[config.mk]
export PLATFORM = sky130hd
export DESIGN_NAME = dlf16_sgnj_sched_flat
export DESIGN_NICKNAME = d
export VERILOG_FILES = /design/src/rtl/dlf16_sgnj_sched_if.sv /design/src/rtl/dlf16_sgnj_sched.sv /design/src/flat_wrapper.sv
export SDC_FILE = /design/constraint.sdc
export NUM_CORES = 1
export LEC_CHECK = 0
export ABC_CLOCK_PERIOD_IN_PS = 3150
export CORE_ASPECT_RATIO = 1.1
export CORE_UTILIZATION = 34
export CTS_CLUSTER_DIAMETER = 40
export DETAILED_ROUTE_END_ITERATION = 12
export PLACE_DENSITY = 0.8
export SLEW_MARGIN = 0
export SYNTH_ARGS = -nofsm -noshare
export SYNTH_HDL_FRONTEND = slang
export SYNTH_SLANG_ARGS = --single-unit
[constraint.sdc]
create_clock -name clk -period 3.15 [get_ports clk]
set_clock_uncertainty 0.15 [all_clocks]
set_input_delay 0.63 -clock clk [delete_from_list [all_inputs] [get_ports clk]]
set_output_delay 0.63 -clock clk [all_outputs]
set_load 0.05 [all_outputs]
[src/rtl/dlf16_sgnj_sched_if.sv]
// Handshake bundle for dlf16_sgnj_sched: two issue slots in, one tagged result stream out.
interface dlf16_sgnj_sched_if #(
    parameter int TAG_W = 4
);
    logic             req0_valid;
    logic             req0_ready;
    logic [15:0]      req0_a;
    logic [15:0]      req0_b;
    logic [1:0]       req0_sel;
    logic [TAG_W-1:0] req0_tag;

    logic             req1_valid;
    logic             req1_ready;
    logic [15:0]      req1_a;
    logic [15:0]      req1_b;
    logic [1:0]       req1_sel;
    logic [TAG_W-1:0] req1_tag;

    logic             rsp_valid;
    logic             rsp_ready;
    logic [15:0]      rsp_data;
    logic             rsp_src;
    logic [TAG_W-1:0] rsp_tag;

    modport master (
        output req0_valid, req0_a, req0_b, req0_sel, req0_tag,
        output req1_valid, req1_a, req1_b, req1_sel, req1_tag,
        output rsp_ready,
        input  req0_ready, req1_ready,
        input  rsp_valid, rsp_data, rsp_src, rsp_tag
    );

    modport slave (
        input  req0_valid, req0_a, req0_b, req0_sel, req0_tag,
        input  req1_valid, req1_a, req1_b, req1_sel, req1_tag,
        input  rsp_ready,
        output req0_ready, req1_ready,
        output rsp_valid, rsp_data, rsp_src, rsp_tag
    );
endinterface

[src/rtl/dlf16_sgnj_sched.sv]
// Round-robin share of one DLFloat16 sign-manipulation unit between two requesters,
// with a one-deep registered result stage. DLF16_SGNJ_OPCNT_EN enables the saturating op counter.
module dlf16_sgnj_sched #(
    parameter int TAG_W = 4
) (
    input  logic                   clk,
    input  logic                   rst,
    dlf16_sgnj_sched_if.slave      bus,
    output logic                   busy,
    output logic [15:0]            op_count
);

    typedef enum logic [0:0] {
        EMPTY = 1'b0,
        FULL  = 1'b1
    } state_t;

    state_t           state_r;
    state_t           state_nxt_s;
    logic             last_r;
    logic [15:0]      data_r;
    logic             src_r;
    logic [TAG_W-1:0] tag_r;

    logic             can_accept_s;
    logic             gnt0_s;
    logic             gnt1_s;
    logic [15:0]      op_a_s;
    logic [15:0]      op_b_s;
    logic [1:0]       op_sel_s;
    logic [TAG_W-1:0] op_tag_s;

    // Pure sign-bit manipulation; no NaN/zero special cases.
    function automatic logic [15:0] sgnj_op(input logic [15:0] a, input logic [15:0] b,
                                            input logic [1:0] sel);
        logic [15:0] r;
        r = 16'h0000;
        case (sel)
            2'b00:   r = {~a[15], a[14:0]};
            2'b01:   r = {a[15], b[14:0]};
            2'b10:   r = {~a[15], b[14:0]};
            2'b11:   r = {a[15] ^ b[15], b[14:0]};
            default: r = {~a[15], a[14:0]};
        endcase
        return r;
    endfunction

    // Arbitration: a tie goes to the requester not granted last; nothing is accepted during reset.
    always_comb begin
        can_accept_s = (state_r == EMPTY) || bus.rsp_ready;
        gnt0_s       = 1'b0;
        gnt1_s       = 1'b0;
        if (rst || !can_accept_s) begin
            gnt0_s = 1'b0;
            gnt1_s = 1'b0;
        end else if (bus.req0_valid && bus.req1_valid) begin
            gnt0_s = last_r;
            gnt1_s = ~last_r;
        end else begin
            gnt0_s = bus.req0_valid;
            gnt1_s = bus.req1_valid;
        end
    end

    // Operand mux feeding the shared datapath.
    always_comb begin
        op_a_s   = bus.req0_a;
        op_b_s   = bus.req0_b;
        op_sel_s = bus.req0_sel;
        op_tag_s = bus.req0_tag;
        if (gnt1_s) begin
            op_a_s   = bus.req1_a;
            op_b_s   = bus.req1_b;
            op_sel_s = bus.req1_sel;
            op_tag_s = bus.req1_tag;
        end else begin
            op_a_s   = bus.req0_a;
            op_b_s   = bus.req0_b;
            op_sel_s = bus.req0_sel;
            op_tag_s = bus.req0_tag;
        end
    end

    // Result-register occupancy: a grant always (re)fills it, a consume without grant empties it.
    always_comb begin
        state_nxt_s = state_r;
        case (state_r)
            EMPTY: begin
                if (gnt0_s || gnt1_s) begin
                    state_nxt_s = FULL;
                end else begin
                    state_nxt_s = EMPTY;
                end
            end
            FULL: begin
                if (gnt0_s || gnt1_s) begin
                    state_nxt_s = FULL;
                end else if (bus.rsp_ready) begin
                    state_nxt_s = EMPTY;
                end else begin
                    state_nxt_s = FULL;
                end
            end
            default: state_nxt_s = EMPTY;
        endcase
    end

    // State, fairness pointer and result register.
    always_ff @(posedge clk or posedge rst) begin
        if (rst) begin
            state_r <= EMPTY;
            last_r  <= 1'b1;
            data_r  <= 16'h0000;
            src_r   <= 1'b0;
            tag_r   <= {TAG_W{1'b0}};
        end else begin
            state_r <= state_nxt_s;
            if (gnt0_s || gnt1_s) begin
                data_r <= sgnj_op(op_a_s, op_b_s, op_sel_s);
                src_r  <= gnt1_s;
                tag_r  <= op_tag_s;
                last_r <= gnt1_s;
            end
        end
    end

    assign bus.req0_ready = gnt0_s;
    assign bus.req1_ready = gnt1_s;
    assign bus.rsp_valid  = (state_r == FULL);
    assign bus.rsp_data   = data_r;
    assign bus.rsp_src    = src_r;
    assign bus.rsp_tag    = tag_r;
    assign busy           = (state_r == FULL) || bus.req0_valid || bus.req1_valid;

`ifdef DLF16_SGNJ_OPCNT_EN
    logic [15:0] cnt_r;

    // Completed-operation counter, saturating at all-ones.
    always_ff @(posedge clk or posedge rst) begin
        if (rst) begin
            cnt_r <= 16'h0000;
        end else if ((state_r == FULL) && bus.rsp_ready && (cnt_r != 16'hFFFF)) begin
            cnt_r <= cnt_r + 16'h0001;
        end
    end

    assign op_count = cnt_r;
`else
    assign op_count = 16'h0000;
`endif

endmodule

[src/flat_wrapper.sv]
// flat-port wrapper written by rule: the top's interface ports become plain ports
module dlf16_sgnj_sched_flat 
#(
    parameter int TAG_W = 4
)
  (clk, rst, busy, op_count, bus_req0_valid, bus_req0_a, bus_req0_b, bus_req0_sel, bus_req0_tag, bus_req1_valid, bus_req1_a, bus_req1_b, bus_req1_sel, bus_req1_tag, bus_rsp_ready, bus_req0_ready, bus_req1_ready, bus_rsp_valid, bus_rsp_data, bus_rsp_src, bus_rsp_tag);
  dlf16_sgnj_sched_if #(.TAG_W(TAG_W)) bus_i ();
  input  logic clk;
  input  logic rst;
  output logic busy;
  output logic [15:0] op_count;
  input wire logic [$bits(bus_i.req0_valid)-1:0] bus_req0_valid;
  input wire logic [$bits(bus_i.req0_a)-1:0] bus_req0_a;
  input wire logic [$bits(bus_i.req0_b)-1:0] bus_req0_b;
  input wire logic [$bits(bus_i.req0_sel)-1:0] bus_req0_sel;
  input wire logic [$bits(bus_i.req0_tag)-1:0] bus_req0_tag;
  input wire logic [$bits(bus_i.req1_valid)-1:0] bus_req1_valid;
  input wire logic [$bits(bus_i.req1_a)-1:0] bus_req1_a;
  input wire logic [$bits(bus_i.req1_b)-1:0] bus_req1_b;
  input wire logic [$bits(bus_i.req1_sel)-1:0] bus_req1_sel;
  input wire logic [$bits(bus_i.req1_tag)-1:0] bus_req1_tag;
  input wire logic [$bits(bus_i.rsp_ready)-1:0] bus_rsp_ready;
  output wire logic [$bits(bus_i.req0_ready)-1:0] bus_req0_ready;
  output wire logic [$bits(bus_i.req1_ready)-1:0] bus_req1_ready;
  output wire logic [$bits(bus_i.rsp_valid)-1:0] bus_rsp_valid;
  output wire logic [$bits(bus_i.rsp_data)-1:0] bus_rsp_data;
  output wire logic [$bits(bus_i.rsp_src)-1:0] bus_rsp_src;
  output wire logic [$bits(bus_i.rsp_tag)-1:0] bus_rsp_tag;
  assign bus_i.req0_valid = bus_req0_valid;
  assign bus_i.req0_a = bus_req0_a;
  assign bus_i.req0_b = bus_req0_b;
  assign bus_i.req0_sel = bus_req0_sel;
  assign bus_i.req0_tag = bus_req0_tag;
  assign bus_i.req1_valid = bus_req1_valid;
  assign bus_i.req1_a = bus_req1_a;
  assign bus_i.req1_b = bus_req1_b;
  assign bus_i.req1_sel = bus_req1_sel;
  assign bus_i.req1_tag = bus_req1_tag;
  assign bus_i.rsp_ready = bus_rsp_ready;
  assign bus_req0_ready = bus_i.req0_ready;
  assign bus_req1_ready = bus_i.req1_ready;
  assign bus_rsp_valid = bus_i.rsp_valid;
  assign bus_rsp_data = bus_i.rsp_data;
  assign bus_rsp_src = bus_i.rsp_src;
  assign bus_rsp_tag = bus_i.rsp_tag;
  dlf16_sgnj_sched #(.TAG_W(TAG_W)) u_core (.clk(clk), .rst(rst), .bus(bus_i), .busy(busy), .op_count(op_count));
endmodule
==> results of run 1 <==
synth_stat cells, drive strengths merged, types with 2 or more instances:
library cell / n
a21boi: 2
mux2: 15
dfrtp: 22
nor2: 2
inv: 2
nand2b: 2
mux2i: 49
o21ai: 5
buf: 23
nand2: 7
cells by family (layout without fill, tap and decap cells):
kind of cell              after synthesis  after routing  synth area share (%)
AOI/OAI and AO/OA                      12             12                  4.56
buffers and inverters                  26            116                  12.8
xor gates and xnor gates                2              2                  1.06
DFF                                    23             23                  35.0
and+or+nand+nor                        15             15                  6.00
other                                   1             16                 0.228
muxes                                  64             64                  40.3
sequential cells by signal (all words and copies together) (netlist names):
register,cells
u_core.bus.rsp_tag,4
u_core.last_r,1
u_core.bus.rsp_data,16
u_core.bus.rsp_valid,1
u_core.bus.rsp_src,1
layer usage:
layer  wire length [um]  track usage (%)
met2               2030             28.4
met5                  0                0
met3                428             3.64
met1               1480             17.8
met4                 19             4.17
metrics by stage:
stage          setup WS (ns)  area (um2)  utilization [%]  instances
2_1_floorplan          0.382        1700                -        158
3_3_place_gp           0.618        2660             57.2        300
3_5_place_dp           0.568        2660             57.2        300
4_1_cts                0.668        2710             58.1        304
5_1_grt                0.627        2710             58.1        304
6_report               0.677        2710             58.1        304
cell type report:
| class | instances | area [um2] |
|---|---|---|
| Tap cell | 56 | 70.1 |
| Fill cell | 435 | 1950 |
| Sequential cell | 23 | 577 |
| Inverter | 3 | 11.3 |
| Timing Repair Buffer | 109 | 1090 |
| Multi-Input combinational cell | 109 | 915 |
| Clock buffer | 3 | 41.3 |
| Clock inverter | 1 | 5.00 |
report_power, final:
| group | internal [mW] | switching, mW | total, mW | leakage [nW] |
|---|---|---|---|---|
| clock network | 0.0881 | 0.0922 | 0.180 | 0.0255 |
| logic | 0.304 | 0.423 | 0.727 | 0.822 |
| registers | 0.369 | 0.0388 | 0.408 | 0.271 |
worst min path at each step:
stage                                     to  slack (ns)  cells past startpoint
after floorplan                u_core.last_r        0.36                      2
after global placement    u_core.bus.rsp_src        0.32                      1
after detailed placement  u_core.bus.rsp_src        0.33                      1
after CTS                 u_core.bus.rsp_src        0.35                      1
after global routing      u_core.bus.rsp_src        0.36                      1
final                     u_core.bus.rsp_src        0.34                      1
==> results.md, run 1 <==
* Gpl congestion at 0.650
* Clock tree sinks at 23
* RSZ-0062 raised after global routing: no
* First-pass GRT wire length at 5930 um
* Fraction of registers with async set/reset at 100%
* Worst-case reg-to-reg path depth at 5
* Min-Delay Startpoint: u_core.bus.rsp_src
* Die width at 68.4 um
* Final wirelength at 3950 um
* Hold_ws at 0.344 ns
* CP startpoint kind: input port
* Io pins at 122
* CP Cell Sequence: clkdlybuf4s50_1, or3_1, buf_4
* Max cap viols at 0
* Number of nets still failing antenna checks after routing at 0
* Clock latency on the worst-skew pair at 0.26 ns
* DR DRC count at 0
* Hold bufs inserted after CTS at 0
* Crit path to: busy
* Top cells by area, synth: dfrtp_1 (33%), mux2i_1 (30%), mux2_2 (9.6%), buf_4 (8.2%), buf_6 (2.7%)
* Largest fanout on the critical path at 6
* P_leak at 1.12 nW
* Buffers & Inverters on Critical Path at 2
* Critical path capture point type: output pin
* Clk buf depth at 2
* Cell Rows at 26
* Area Growth Syn to Fin at 64.3%
* Commonest non-fill, non-tap cell in the layout: clkdlybuf4s50_1
* Synthesized area at 1650 um2
* Slew margin rel. at 59.4%
* Worst Setup SP: bus_req0_valid
* Initial Utilization at 35.4%
* Reg2reg start: u_core.bus.rsp_valid
* Mapped Cells at 143
* CORE AREA at 4650 um2
* Minimum clock period at 2.47 ns
* Max Freq at 404 MHz
* # setup viols final at 0
* Worst path max stage delay at 0.48 ns
* Post-CTS Setup Inserts at 0
* Fin. max-slew vios at 0
* Stages on worst setup path at 3
* Reg clk slew, reported paths at 0.08 ns
* Final net count at 330
* Drt first pass iters at 4
* Routed length per instance at 13.0 um
* Htree depth at 1
* Initial antenna violation count at 0
* CTS tree: yes
* Syn_area_per_cell at 11.5 um2
* Layout cell share with drive strength beyond 1 at 12.5%
* Distinct cells, synth at 29
* Crit-path slowest cell: clkdlybuf4s50_1
* Total negative slack at 0 ns
* Worst vdd ir at 232 uV
* Pwr Total at 1.32 mW
* DR vias/cell at 4.62
* R2R Path End: u_core.bus.rsp_data[5]
* Crit share post-route at 78.5%
* Min-delay worst type: flop to flop
* Root Driver: clkbuf_8
* CP top delay family: buffers and inverters
* Die Height at 75.0 um
* Most frequent cells in the layout: clkdlybuf4s50_1 (102), mux2i_1 (49), dfrtp_1 (22)
* 1st-iter DRT viols at 15
* CTS buffer count at 3
* Worst reg2reg setup slack at 1.33 ns
* Critical Path RT at 2.37 ns
* Post-synth top flop: dfrtp_1
* DPL Wire Length at 3130 um
* Final Hold Vio Count at 0
* Tightest Pin Transition at 0.607 ns
* Largest net degree at the start of global routing at 26
* Synth Register Bits at 23
* Via count at 1405
* Full die area at 5130 um2
* # diodes at 0
* Critical path class: input port to output pin
* Total GRT Usage at 15.5%
* EDFF count, synth at 0
* Arrival @ worst endpoint at 1.69 ns
* Sequential-to-total area share from yosys stat at 35.0%
* Status: completed
* PortBufs at 105
* Gr ovfl total at 0
* Yosys warning count at 0
* Vias in the first global route at 1357
* Largest area contributor in the netlist: dfrtp_1
* # resized after CTS at 0
* Power density over the cells at 486 nW/um2
* Yosys top cell area share at 33.4%
Note: power is estimated with default switching activity, not from simulation.
==> inputs of run 2 (changes only) <==
ABC_CLOCK_PERIOD_IN_PS = 2020   (was 3150)
CORE_UTILIZATION = 31   (was 34)
PLACE_DENSITY = 0.77   (was 0.8)
clock period = 2.02 ns   (was 3.15 ns; I/O delays follow)
==> run 2 against run 1 <==
Net effect:
- non-clock buffer count rose by 15
- register-to-register slack got worse by 1.1 ns
- critical path type unchanged
- largest cell class unchanged
- critical endpoint is now bus_req1_ready
- first-iteration DRC count rose by 13%
- core utilization fell by 2.4 points
- via count rose by 2.1%
==> results.md, run 2 (synthesized netlist as in run 1, its figures left out) <==
* DR DRC count at 0
* DR vias/cell at 4.47
* Layout cell share with drive strength beyond 1 at 26.6%
* Reg clk slew, reported paths at 0.08 ns
* Io pins at 122
* Initial Utilization at 32.5%
* CP startpoint kind: input port
* Seq pwr share at 30.9%
* Largest fanout on the critical path at 3
* Cell Rows at 27
* PortBufs at 105
* Clock tree sinks at 23
* Commonest non-fill, non-tap cell in the layout: clkdlybuf4s50_1
* Routed length per instance at 13.5 um
* Most frequent cells in the layout: clkdlybuf4s50_1 (79), mux2i_1 (49), buf_4 (38)
* Total negative slack at 0 ns
* Final worst slack at 0.0327 ns
* Clk buf depth at 2
* DPL Wire Length at 3540 um
* R2R Path End: u_core.bus.rsp_data[6]
* Reg area at 577 um2
* Max Freq at 503 MHz
* Pwr Total at 2.07 mW
* Status: completed
* CTS tree: yes
* Htree depth at 1
* CORE AREA at 5070 um2
* Layout fillers at 478
* Number of nets still failing antenna checks after routing at 0
* Power density over the cells at 732 nW/um2
* Crit share post-route at 98.4%
* Gpl congestion at 0.703
* Full die area at 5610 um2
* Net Sw Frac at 42.6%
* Drt first pass iters at 2
* Dpl ws at -0.106 ns
* Total GRT Usage at 15.4%
* Area Growth Syn to Fin at 71.6%
* Clock Power Share at 13.7%
* Final Hold Vio Count at 0
* Critical path capture point type: output pin
* Fin. max-slew vios at 0
* Int Pwr at 1.19 mW
* Via count at 1434
* Root Driver: clkbuf_8
* Arrival @ worst endpoint at 1.43 ns
* Hold bufs inserted after CTS at 0
* Initial antenna violation count at 0
* Fin util at 55.8%
* Die width at 71.5 um
* Worst reg2reg setup slack at 0.22 ns
* Critical Path RT at 1.47 ns
* P_leak at 1.24 nW
* Final wirelength at 4330 um
* CTS buffer count at 3
* Combinational share of power at 55.4%
* First-pass GRT wire length at 6800 um
* 1st-iter DRT viols at 17
* Critical path class: input port to output pin
* Multi-input gate area at 917 um2
* Reg2reg start: u_core.last_r
* Minimum clock period at 1.99 ns
* Vias in the first global route at 1447
* # diodes at 0
* Max reg flops at 16
* Max cap viols at 0
* Largest net degree at the start of global routing at 17
* Worst vdd ir at 492 uV
* Clock latency on the worst-skew pair at 0.26 ns
* Final non-filler cell total at 321
* Min-delay worst type: input port to async pin
* Die Height at 78.4 um
* Placed insts at 314
* Psw at 0.882 mW
* Worst-case reg-to-reg path depth at 6
* # setup viols final at 0
* Gr ovfl total at 0
* Final net count at 345
==> run 2: cell types whose count changed in the layout (fill, tap and decap cells not counted) <==
cell and delta:
buf_4 +32, clkdlybuf4s50_1 -23, buf_12 +4, and4_1 -1, and4_4 +1, buf_8 +1, clkinv_1 -1, clkinv_2 +1
dlygate4sd2_1 +1
==> run 2: what timing repair did <==
item / CTS / global route
pin swaps: 1 / 0
hold endpoints to repair: 0 / 0
gates cloned: 0 / 0
buffers inserted: 1 / 2
setup endpoints to repair: 1 / 1
gates resized for setup: 4 / 0
==> run 2: layout make-up <==
type,instances,share of cell area [%]
timing repair buffer,124,42.5
multi-input combinational,109,32.5
sequential,23,20.4
tap,58,2.57
clock buffer,3,1.46
inverter,3,0.443
clock inverter,1,0.177
==> run 2: worst max-delay path: stages <==
cell	delay, ns
clkdlybuf4s50_1	0.46
nand2b_4	0.12
and4_4	0.22
buf_8	0.10
buf_12	0.12
==> run 2: how the worst max path moves through the flow <==
stage / startpoint / endpoint / slack (ns) / cells after the start
2_1_floorplan: u_core.bus.rsp_valid / bus_req0_ready / 0.02 / 3
3_3_place_gp: bus_req0_valid / bus_req1_ready / -0.06 / 5
3_5_place_dp: bus_rsp_ready / u_core.bus.rsp_data[3] / -0.11 / 6
4_1_cts: bus_rsp_ready / bus_req1_ready / 0.01 / 5
5_1_grt: bus_rsp_ready / bus_req1_ready / -0.003 / 5
6_report: bus_rsp_ready / bus_req1_ready / 0.03 / 5
==> run 2: metal layers <==
metal  GRT usage [%]  up-vias  part of all wire, %
met4            3.53        0                 0.51
met5               0        -                    0
li1                -      717                    -
met1            17.2      645                   39
met3            3.85        2                  8.6
met2            28.9       70                   52
==> run 2: metrics by stage <==
stage | cell area [um2] | hold WS (ns)
after detailed placement | 2750 | 0.321
after global routing | 2830 | 0.340
after global placement | 2750 | 0.312
after CTS | 2810 | 0.315
final | 2830 | 0.318
after floorplan | 1700 | 0.0968
==> run 2: power groups by stage <==
stage | clock network [mW] | registers, mW | logic (mW)
2_1_floorplan | 0 | 1.02 | 0.363
3_3_place_gp | 0 | 0.646 | 1.13
3_5_place_dp | 0 | 0.649 | 1.14
4_1_cts | 0.302 | 0.641 | 1.15
5_1_grt | 0.315 | 0.657 | 1.20
6_report | 0.283 | 0.640 | 1.15
==> RTL edit 1 (flow settings as in run 1) <==
The option `DLF16_SGNJ_OPCNT_EN` is turned on by a define.
--- a/src/rtl/dlf16_sgnj_sched.sv
+++ b/src/rtl/dlf16_sgnj_sched.sv
@@ -2,2 +2,4 @@
 // with a one-deep registered result stage. DLF16_SGNJ_OPCNT_EN enables the saturating op counter.
+`define DLF16_SGNJ_OPCNT_EN
+
 module dlf16_sgnj_sched #(
Behaviour: not the same (Yosys sat finds a counterexample within 4 cycles, from zero or initial values and one cycle with rst high).
==> RTL edit 1 against run 1 <==
  * Critical path depth rose by 1
  * Total power rose by 59%
  * Area after synthesis rose by 38%
  * Design area rose by 38%
  * Sequential cell count rose by 16
  * Setup slack got worse by 0.22 ns
  * Wire length rose by 47%
  * Non-clock buffer count rose by 19
  * Combinational power rose by 32%
  * Critical path type unchanged
  * Critical endpoint is now bus_req0_ready
  * Largest power group unchanged
==> RTL edit 1: results (changes against run 1) <==
[status]
status = finished clean

[yosys]
synth_nets = 278
netlist_instances = 196  ; +37%
ys_top_cells_by_area = dfrtp_1 (42%), mux2i_1 (22%), mux2_4 (5.3%)
synthTopCellsByCount = mux2i_1 (49), dfrtp_1 (38), nand2_1 (12)
synth_seq_area_share_pct = 43.0  ; +8.0 points
ys.warnings.count = 0  ; unchanged
yosys.cell_types.count = 40  ; +38%
async_flop_share_pct = 100  ; unchanged

[worst_hold_path]
worstHoldPathType = register to register

[worst_setup_path]
crit_path_max_incr_delay_ns = 0.58  ; +0.10 ns
critical-path-top-delay-family = buffers and inverters
cp_max_fo = 4  ; -2
critPathArrivalTime_ns = 1.92  ; +0.23 ns
critPathSlowestCell = clkdlybuf4s50_1

[clocking]
tritoncts = yes
clock_path_buffers = 2  ; unchanged
cts_setup_buffers = 0  ; unchanged
clockRootBuffer = clkbuf_8
clk_pin_slew_ns = 0.08  ; about the same
ctsResizeCount = 0  ; unchanged
numCtsBuffers = 5  ; +2
cts.htree.levels = 2  ; +1
clock_latency_ns = 0.29  ; +0.03 ns

[route]
drtPass1Iterations = 4  ; unchanged
wl_per_cell_um = 14.3  ; +10%
drtIter0Drc = 77  ; +62
ant_nets = 0  ; unchanged
routed_via_density = 4.95  ; +7.0%

[layout]
num_antenna_cells = 0  ; unchanged
stdcell_count = 407  ; +34%
drive_above_1_share_pct = 12.8  ; +0.34 points
num-fill-cells = 551  ; +27%

[power_and_ir_drop]
p_comb_share_pct = 46.0  ; -9.3 points
p_sw_share_pct = 39.3  ; -2.9 points
p_total_mw = 2.09  ; +59%
ir_drop_uv = 322  ; +39%
leakagePower_nw = 1.52  ; +36%
pg_clk_mw = 0.432  ; +140%

[placement]
post-place-ws_ns = 0.350  ; -0.218 ns
post-dp-hpwl_um = 4640  ; +48%
place_congestion = 0.745  ; +15%
placed_area_sq_um = 3630  ; +36%
dp_cells = 399  ; +33%
port_buffers = 121  ; +15%

[grt]
grt_pass1_wl_um = 9830  ; +66%
first_global_vias = 2175  ; +60%
antenna_found_initial = 0  ; unchanged
track_usage_pct = 18.1  ; +2.6 points
grt_max_degree = 26  ; unchanged

[timing]
slew_headroom_pct = 56.5  ; -3.0 points

-- RTL edit 1: cell count changes after synthesis, moves of 4 or more --
cell,change
buf_2,+4
buf_4,-18
dfrtp_1,+16
mux2_2,-6
mux2_4,+7
nand2_1,+5
nand3_1,+5
nand4_1,+5
nor2_1,+9
nor3_1,+4
xor2_1,+9
-- RTL edit 1: kinds of logic after synthesis --
logic type,count (synthesis),share of synthesized area (%)
muxes,65,30.8
and+or+nand+nor,49,11.9
DFF,39,43.0
AOI/OAI and AO/OA,19,6.33
xor gates and xnor gates,14,5.39
buffers and inverters,9,2.04
adders and majority gates,1,0.550
-- RTL edit 1: path summary, 6_finish.rpt --
kind,slack (ns),from,end,cells past startpoint
setup / recovery,0.45,bus_rsp_ready,bus_req0_ready,4
hold / removal,0.34,u_core.bus.rsp_src,u_core.bus.rsp_src,1
setup reg to reg,1.07,u_core.bus.rsp_valid,u_core.bus.rsp_data[1],5
hold reg to reg,0.34,u_core.bus.rsp_src,u_core.bus.rsp_src,1
max in group asynchronous,1.85,rst,u_core.last_r,3
min in group asynchronous,0.70,rst,u_core.bus.rsp_tag[2],3
-- RTL edit 1: routing by layer --
| layer | global-route usage, % | share of wire [%] | vias up |
|---|---|---|---|
| li1 | - | - | 982 |
| met1 | 20.1 | 39 | 946 |
| met2 | 33.0 | 52 | 73 |
| met3 | 4.90 | 7.0 | 12 |
| met4 | 6.66 | 2.3 | 0 |
| met5 | 0 | 0 | - |
-- RTL edit 1: layout make-up --
class	count	area [sq um]	share of cell area (%)
Clock buffer	6	82.6	2.20
Clock inverter	2	35.0	0.935
Inverter	4	15.0	0.401
Multi-Input combinational cell	148	1250	33.5
Sequential cell	39	977	26.1
Tap cell	80	100	2.67
Timing Repair Buffer	128	1280	34.2
==> RTL edit 2 (flow settings as in run 1) <==
Without the edit above. `TAG_W` is set to 4 in 3 places; all go to 5.
--- a/src/rtl/dlf16_sgnj_sched_if.sv
+++ b/src/rtl/dlf16_sgnj_sched_if.sv
@@ -2,3 +2,3 @@
 interface dlf16_sgnj_sched_if #(
-    parameter int TAG_W = 4
+    parameter int TAG_W = 5
 );
--- a/src/rtl/dlf16_sgnj_sched.sv
+++ b/src/rtl/dlf16_sgnj_sched.sv
@@ -3,3 +3,3 @@
 module dlf16_sgnj_sched #(
-    parameter int TAG_W = 4
+    parameter int TAG_W = 5
 ) (
--- a/src/flat_wrapper.sv
+++ b/src/flat_wrapper.sv
@@ -3,3 +3,3 @@
 #(
-    parameter int TAG_W = 4
+    parameter int TAG_W = 5
 )
Ports: changed (resized bus_req0_tag, bus_req1_tag and bus_rsp_tag); port bits go from 122 to 125. No check against the original RTL was run, so the function may have changed too.
==> RTL edit 2 against run 1 <==
  * Sequential cell count rose by 1
  * Area after synthesis grew 1.6%
  * Die area up 1.6%
  * Setup slack worse by 0.12 ns
  * Sequential share of layout area increased by 0.074 points
  * Worst hold slack worse by 0.0050 ns
  * Clock power rose by 13%
  * Count of clock-buffer cells in the layout increased by 1
  * Wire length grew 7.4%
  * Design area grew 4.0%
  * Total power is 3.9% higher
  * Critical endpoint is now bus_req1_ready
  * Largest power group unchanged
  * Highest routed layer unchanged
==> RTL edit 2: results (changes against run 1) <==
[grt]
grt_pass1_wl_um = 6470  ; +8.9%
antenna_found_initial = 0  ; unchanged
grt_max_degree = 25  ; -3.8%
first_global_vias = 1457  ; +7.4%
track_usage_pct = 16.8  ; +1.3 points

[yosys]
yosys.cell_types.count = 30  ; +3.4%
ys.flop_type = dfrtp_1
syn_avg_cell_area_sq_um = 11.4  ; -1.2%
ys_top_cells_by_area = dfrtp_1 (34%), mux2i_1 (30%), mux2_2 (9.4%)
synth_seq_area_share_pct = 36.0  ; +0.95 points
ys.warnings.count = 0  ; unchanged
async_flop_share_pct = 100  ; unchanged
synthTopCellsByCount = mux2i_1 (50), dfrtp_1 (23), buf_4 (18)

[layout]
nets = 342  ; +3.6%
drive_above_1_share_pct = 12.8  ; +0.29 points
stdcell_count = 314  ; +3.3%
largest_register_ffs = 16  ; unchanged
num_antenna_cells = 0  ; unchanged

[power_and_ir_drop]
ir_drop_uv = 251  ; +8.3%
leakagePower_nw = 1.16  ; +4.1%
p_comb_share_pct = 54.2  ; -1.1 points
clkPwrFrac_pct = 14.9  ; +1.2 points
internal_power_mw = 0.803  ; +5.4%

[clocking]
ctsResizeCount = 0  ; unchanged
cts_setup_buffers = 0  ; unchanged
clockRootBuffer = clkbuf_8
clock_latency_ns = 0.26  ; about the same
numCtsBuffers = 3  ; unchanged
cts.htree.levels = 1  ; unchanged

[worst_setup_path]
critPathSlowestCell = clkdlybuf4s50_1
critical-path-top-delay-family = buffers and inverters
cp_max_fo = 12  ; +6
crit_path_max_incr_delay_ns = 0.51  ; +0.03 ns
cp-startpoint = rst
r2r-end = u_core.bus.rsp_data[10]
r2r_slack_ns = 1.28  ; -0.05 ns
worstSetupEndpoint = bus_req1_ready
critPathArrivalTime_ns = 1.81  ; +0.12 ns

[placement]
place_congestion = 0.678  ; +4.4%
post-dp-hpwl_um = 3490  ; +12%
placed_area_sq_um = 2760  ; +3.7%
port_buffers = 108  ; +2.9%

[route]
drtPass1Iterations = 3  ; -1
drtIter0Drc = 41  ; +26
routed_via_density = 4.58  ; -0.84%
drt-total-wl_um = 4250  ; +7.4%

[status]
status = finished clean

[worst_hold_path]
worstHoldPathType = register to register
hold_path_end = u_core.bus.rsp_data[10]
min_from = u_core.bus.rsp_data[10]

[timing]
worst_pin_slew_ns = 0.584  ; -0.0230 ns

RTL edit 2: changes by cell type after synthesis, sizes merged:
cell / before / now
nor2: 2 / 4
o21a: 1 / 0
clkinv: 1 / 0
nor3: 0 / 1
buf: 23 / 22
mux2i: 49 / 50
and2b: 0 / 1
and2: 1 / 0
dfrtp: 22 / 23
o21ai: 5 / 6
inv: 2 / 3
RTL edit 2: cell families (layout without fill, tap and decap cells):
logic type                count (synthesis)  in the layout  synth area share [%]
muxes                                    65             65                  40.0
xor gates and xnor gates                  2              2                  1.05
buffers and inverters                    25            121                  11.7
and+or+nand+nor                          18             18                  6.66
other                                     1             16                 0.224
DFF                                      24             24                  36.0
AOI/OAI and AO/OA                        12             12                  4.34
RTL edit 2: area by class of cell:
type,count,area (sq um)
multi-input cells,113,931
well taps,56,70.1
clock buffers,4,55.1
inverters,3,11.3
fillers,412,1870
flip-flops and latches,24,602
repair buffers,114,1140
RTL edit 2: through the flow:
step           util, %  hold slack, ns  setup slack (ns)  total power [mW]
6_report          60.0           0.339             0.559              1.37
5_1_grt           60.0           0.371             0.482              1.44
4_1_cts           60.0           0.345             0.545              1.38
3_5_place_dp      58.9           0.325             0.532              1.18
3_3_place_gp      58.9           0.317             0.563              1.16
2_1_floorplan        -           0.358             0.543             0.899
RTL edit 2: layer usage:
metal | part of all wire (%) | wire, um | up-vias | track usage, %
met5 | 0 | 0 | - | 0
met2 | 54 | 2310 | 56 | 32.4
met4 | 2.0 | 85 | 0 | 4.76
met3 | 5.7 | 241 | 8 | 3.89
li1 | - | - | 716 | -
met1 | 38 | 1610 | 659 | 17.9
